===== src/rtl/down_timer.sv =====
// Presettable down-counter with reload register and IDLE/RUN/DONE run control.
// Stages cascade through BI/BO; BO is combinational so a whole chain decrements on one edge.
module down_timer #(
  parameter int WIDTH = 4
) (
  input  logic             CLK,
  input  logic             MR,
  input  logic             LOAD,
  input  logic [WIDTH-1:0] D,
  input  logic             START,
  input  logic             EN,
  input  logic             BI,
  input  logic             MODE,
  output logic [WIDTH-1:0] Q,
  output logic             BO,
  output logic             TC,
  output logic             BUSY
);

  typedef enum logic [1:0] {
    IDLE = 2'd0,
    RUN  = 2'd1,
    DONE = 2'd2
  } state_t;

  state_t           state, state_nxt;
  logic [WIDTH-1:0] q_r, q_nxt;
  logic [WIDTH-1:0] r_r, r_nxt;
  logic             tc_r, tc_nxt;
  logic             step;
  logic             zero;

  assign step = (state == RUN) && EN && BI;
  assign zero = (q_r == '0);

  always_ff @(posedge CLK or negedge MR) begin
    if (!MR) begin
      state <= IDLE;
      q_r   <= '0;
      r_r   <= '0;
      tc_r  <= 1'b0;
    end else begin
      state <= state_nxt;
      q_r   <= q_nxt;
      r_r   <= r_nxt;
      tc_r  <= tc_nxt;
    end
  end

  // LOAD overrides everything; otherwise START/step act according to state.
  // The terminal step replaces the wrap from 0, so Q never underflows.
  always_comb begin
    state_nxt = state;
    q_nxt     = q_r;
    r_nxt     = r_r;
    tc_nxt    = 1'b0;
    if (!LOAD) begin
      r_nxt     = D;
      q_nxt     = D;
      state_nxt = IDLE;
    end else begin
      case (state)
        IDLE: begin
          if (START) state_nxt = RUN;
        end
        DONE: begin
          if (START) begin
            q_nxt     = r_r;
            state_nxt = RUN;
          end
        end
        RUN: begin
          if (step) begin
            if (zero) begin
              tc_nxt = 1'b1;
              if (MODE) q_nxt = r_r;
              else      state_nxt = DONE;
            end else begin
              q_nxt = q_r - 1'b1;
            end
          end
        end
        default: state_nxt = IDLE;
      endcase
    end
  end

  assign Q    = q_r;
  assign TC   = tc_r;
  assign BUSY = (state == RUN);
  assign BO   = step && zero;

endmodule


===== config.mk =====
export PLATFORM = sky130hd
export DESIGN_NAME = down_timer
export DESIGN_NICKNAME = d
export VERILOG_FILES = /design/src/rtl/down_timer.sv
export SDC_FILE = /design/constraint.sdc
export NUM_CORES = 1
export LEC_CHECK = 0
export ABC_AREA = 0
export BUFFER_PORTS_ARGS = -buffer_cell sky130_fd_sc_hd__buf_4
export CORE_AREA = 2 2 39 41
export CTS_CLUSTER_DIAMETER = 120
export CTS_CLUSTER_SIZE = 12
export DETAILED_ROUTE_END_ITERATION = 6
export DIE_AREA = 0 0 41 43
export HOLD_SLACK_MARGIN = 0.08
export PLACE_DENSITY = 0.75
export SYNTH_ARGS = -nofsm -noshare
export SYNTH_HDL_FRONTEND = slang
export SYNTH_SLANG_ARGS = --single-unit

===== constraint.sdc =====
create_clock -name CLK -period 5.8 [get_ports CLK]
set_clock_uncertainty 0.2 [all_clocks]
set_input_delay 0.29 -clock CLK [delete_from_list [all_inputs] [get_ports CLK]]
set_output_delay 0.29 -clock CLK [all_outputs]
set_load 0.03 [all_outputs]

==> impl_metrics.csv <==
group,metric,value,unit
critical_path,worstSetupStartpointType,"flip-flop",
global_route,met1_usage,25.1,%
logic_synthesis,yosysSeqAreaShare,44.6,%
placed_design,port_buffers,17,
power_and_ir_drop,total_power,0.187,mW
power_and_ir_drop,p_leak,0.363,nW
sta,setup_viol,0,
layout,syn_to_final_growth,32.7,%
clock_network,cts_root_buf,"clkbuf_4",
sta,slew_violations,0,
layout,nets,98,
sta,final.setup.tns,0,ns
logic_synthesis,synth_cell_type_count,28,
die,die_area,1760,µm²
critical_path,worstPathArrival,1.77,ns
die,die_height,43,µm
sta,finalCriticalPeriod,2.26,ns
placed_design,dp_hpwl,974,µm
logic_synthesis,synth_compound_area_share,22.3,%
sta,fmax,443,MHz
drt,ant_nets,0,
global_route,grt_pass1_vias,534,
logic_synthesis,synth_top_family_by_area,"compound AO/OA/AOI/OAI gates",
logic_synthesis,syn_inst,63,
layout,layout_common_cells,"buf_4, dfrtp_1, a21oi_1",
layout,instances_no_fill,101,
layout,fin_area,818,µm²
die,pin_count,18,
power_and_ir_drop,max-vdd-ir-drop,0.000122,V
clock_network,postCtsSetupBuffers,0,
critical_path,path_max_fanout,6,
clock_network,clock_latency,0.26,ns
clock_network,clk_pin_slew,0.06,ns
critical_path,cp_slowest_stage_delay,0.47,ns
layout,diodes,0,
clock_network,cts_max_level,1,
logic_synthesis,synthXorXnorAreaFrac,1.42,%
placed_design,dp.cells,93,
critical_path,crit_type,"reg2out",
critical_path,crit_chain,"inv_1 -> ha_1 -> or3b_1 -> nor2_1 -> buf_4",
drt,firstDrtPassIters,2,
sta,worstMarginPinSlew,0.629,ns
placed_design,place_ws,3.73,ns
sta,hold_violations,0,
placed_design,place_congestion,0.885,
sta,rsz0062_at_grt,"no",
clock_network,numCtsBuffers,3,
global_route,grt_max_degree,12,
critical_path,cp_slowest_cell,"or3b_1",
drt,drc_errors,0,
drt,avgRoutedWirePerCell,13.4,µm
critical_path,endpoint_kind,"output port",
clock_network,clock_path_buffers,2,
global_route,use_met2,28.7,%
sta,slew_headroom,57.9,%
global_route,use_met3,4.71,%
die,core-area,1380,µm²
global_route,grt_pass1_wl,2310,µm
sta,fin_ws,3.54,ns
die,fp.dieW,41,µm
logic_synthesis,synth_fp_nets,75,
critical_path,cp_data_required_time,5.31,ns
die,rows,14,
layout,drive_above_1_share,34.1,%
drt,wl,1360,µm
status,status,"finished clean",
drt,viasPerCell,5.53,
logic_synthesis,synth_seq_cells,11,
global_route,grt_overflow,0,
global_route,antenna_found_initial,0,
logic_synthesis,muxShareOfSynthArea,5.48,%
logic_synthesis,syn_area_per_cell,9.79,µm²
worst_hold_path,min-delay-path-class,"in2reg",
power_and_ir_drop,power_density,229,nW/µm²
die,start_util,44.6,%
drt,drt-initial-drc-count,5,
clock_network,cts_sinks,11,
critical_path,r2r_slack,3.70,ns
layout,final_common_cell,"buf_4",
logic_synthesis,synth_fa_ha_area_share,2.03,%
logic_synthesis,post_synth_and_or_nand_nor_area_fraction,20.3,%
sta,finalCritPeriodShare,38.9,%
global_route,grt_use_total,20.0,%
placed_design,placed_cell_area,752,µm²
clock_network,tritoncts,"yes",
logic_synthesis,syn_area,617,µm²
drt,vias,559,
run,cap_violations,0,
logic_synthesis,synth-warning-count,0,
global_route,grt-busiest-layer,"met2",
==> final timing paths <==
check                                    from                   end  depth (start not counted)
min in group asynchronous                  MR      Q[2]$_DFFE_PN0P_                          2
hold reg to reg            r_r[1]$_DFFE_PN0N_    r_r[1]$_DFFE_PN0N_                          1
setup / recovery             Q[0]$_DFFE_PN0P_                    BO                          5
setup reg to reg             Q[0]$_DFFE_PN0P_      Q[0]$_DFFE_PN0P_                          6
max in group asynchronous                  MR  state[0]$_DFFE_PN0P_                          2
hold / removal                          START  state[1]$_DFFE_PN0P_                          3
==> final cells by class <==
type / instances / area (µm²)
Fill cell: 123 / 566
Sequential cell: 11 / 275
Clock buffer: 4 / 26.3
Timing Repair Buffer: 21 / 168
Multi-Input combinational cell: 46 / 318
Inverter: 3 / 11.3
Tap cell: 16 / 20.0
==> critical path, delay by kind of cell (launching register included) <==
kind	cells	cell delay [ns]
DFF	1	0.43
adders and majority gates	1	0.20
and+or+nand+nor	2	0.62
buffers and inverters	2	0.26
==> cell usage after synthesis <==
cell type / instances / area share [%]
inv_1: 3 / 1.8
a31o_2: 1 / 1.4
a21oi_1: 8 / 6.5
a2111o_1: 1 / 1.8
and2_4: 1 / 1.4
nor4b_1: 1 / 1.4
a31oi_1: 1 / 1.0
or2b_1: 1 / 1.2
a21oi_2: 2 / 2.8
a211o_2: 1 / 1.6
o31ai_1: 1 / 1.2
a211o_1: 1 / 1.4
or3b_1: 1 / 1.4
buf_2: 1 / 0.81
nand2b_1: 1 / 1.0
a2bb2oi_2: 1 / 2.4
a21o_1: 1 / 1.2
o21ai_0: 1 / 0.81
nand3_1: 2 / 1.6
clkbuf_1: 2 / 1.2
nor2_1: 7 / 4.3
ha_1: 1 / 2.0
xnor2_1: 1 / 1.4
dfrtp_1: 11 / 45
nand4b_1: 1 / 1.4
nor2b_1: 4 / 4.1
mux2_2: 3 / 5.5
nor3_1: 3 / 2.4
==> per-layer routing <==
| layer | routed length [µm] | vias up |
|---|---|---|
| li1 | - | 272 |
| met1 | 598 | 275 |
| met2 | 686 | 10 |
| met3 | 56 | 2 |
| met4 | 15 | 0 |
| met5 | 0 | - |
==> report_power, final <==
part	internal, mW	total (mW)	leakage [nW]	switching, mW
logic	0.0223	0.0467	0.214	0.0245
registers	0.0829	0.0897	0.134	0.00682
clock network	0.0266	0.0509	0.0150	0.0243
==> sequential cells by signal (all words and copies together) (netlist names) <==
register,cells
TC,1
state,2
Q,4
r_r,4
==> per-stage QoR <==
stage          hold slack [ns]  utilization, %
2_1_floorplan           -0.206               -
3_3_place_gp           -0.0690            54.3
3_5_place_dp           -0.0675            54.3
5_1_grt                  0.116            59.1
4_1_cts                  0.101            59.1
6_report                 0.110            59.1
==> logic make-up after synthesis <==
group / count (synthesis)
AO/OA/AOI/OAI: 19
XOR/XNOR: 1
adder cells (fa/ha/maj): 1
buffers and inverters: 6
flip-flops: 11
multiplexers: 3
AND/OR/NAND/NOR: 22
==> timing repair <==
action,in CTS,in global routing
hold buffers,4,0
endpoints found under the setup margin,0,0
endpoints found under the hold margin,16,0
gates resized for setup,0,0
No activity file was read; power rests on OpenSTA's default activity.
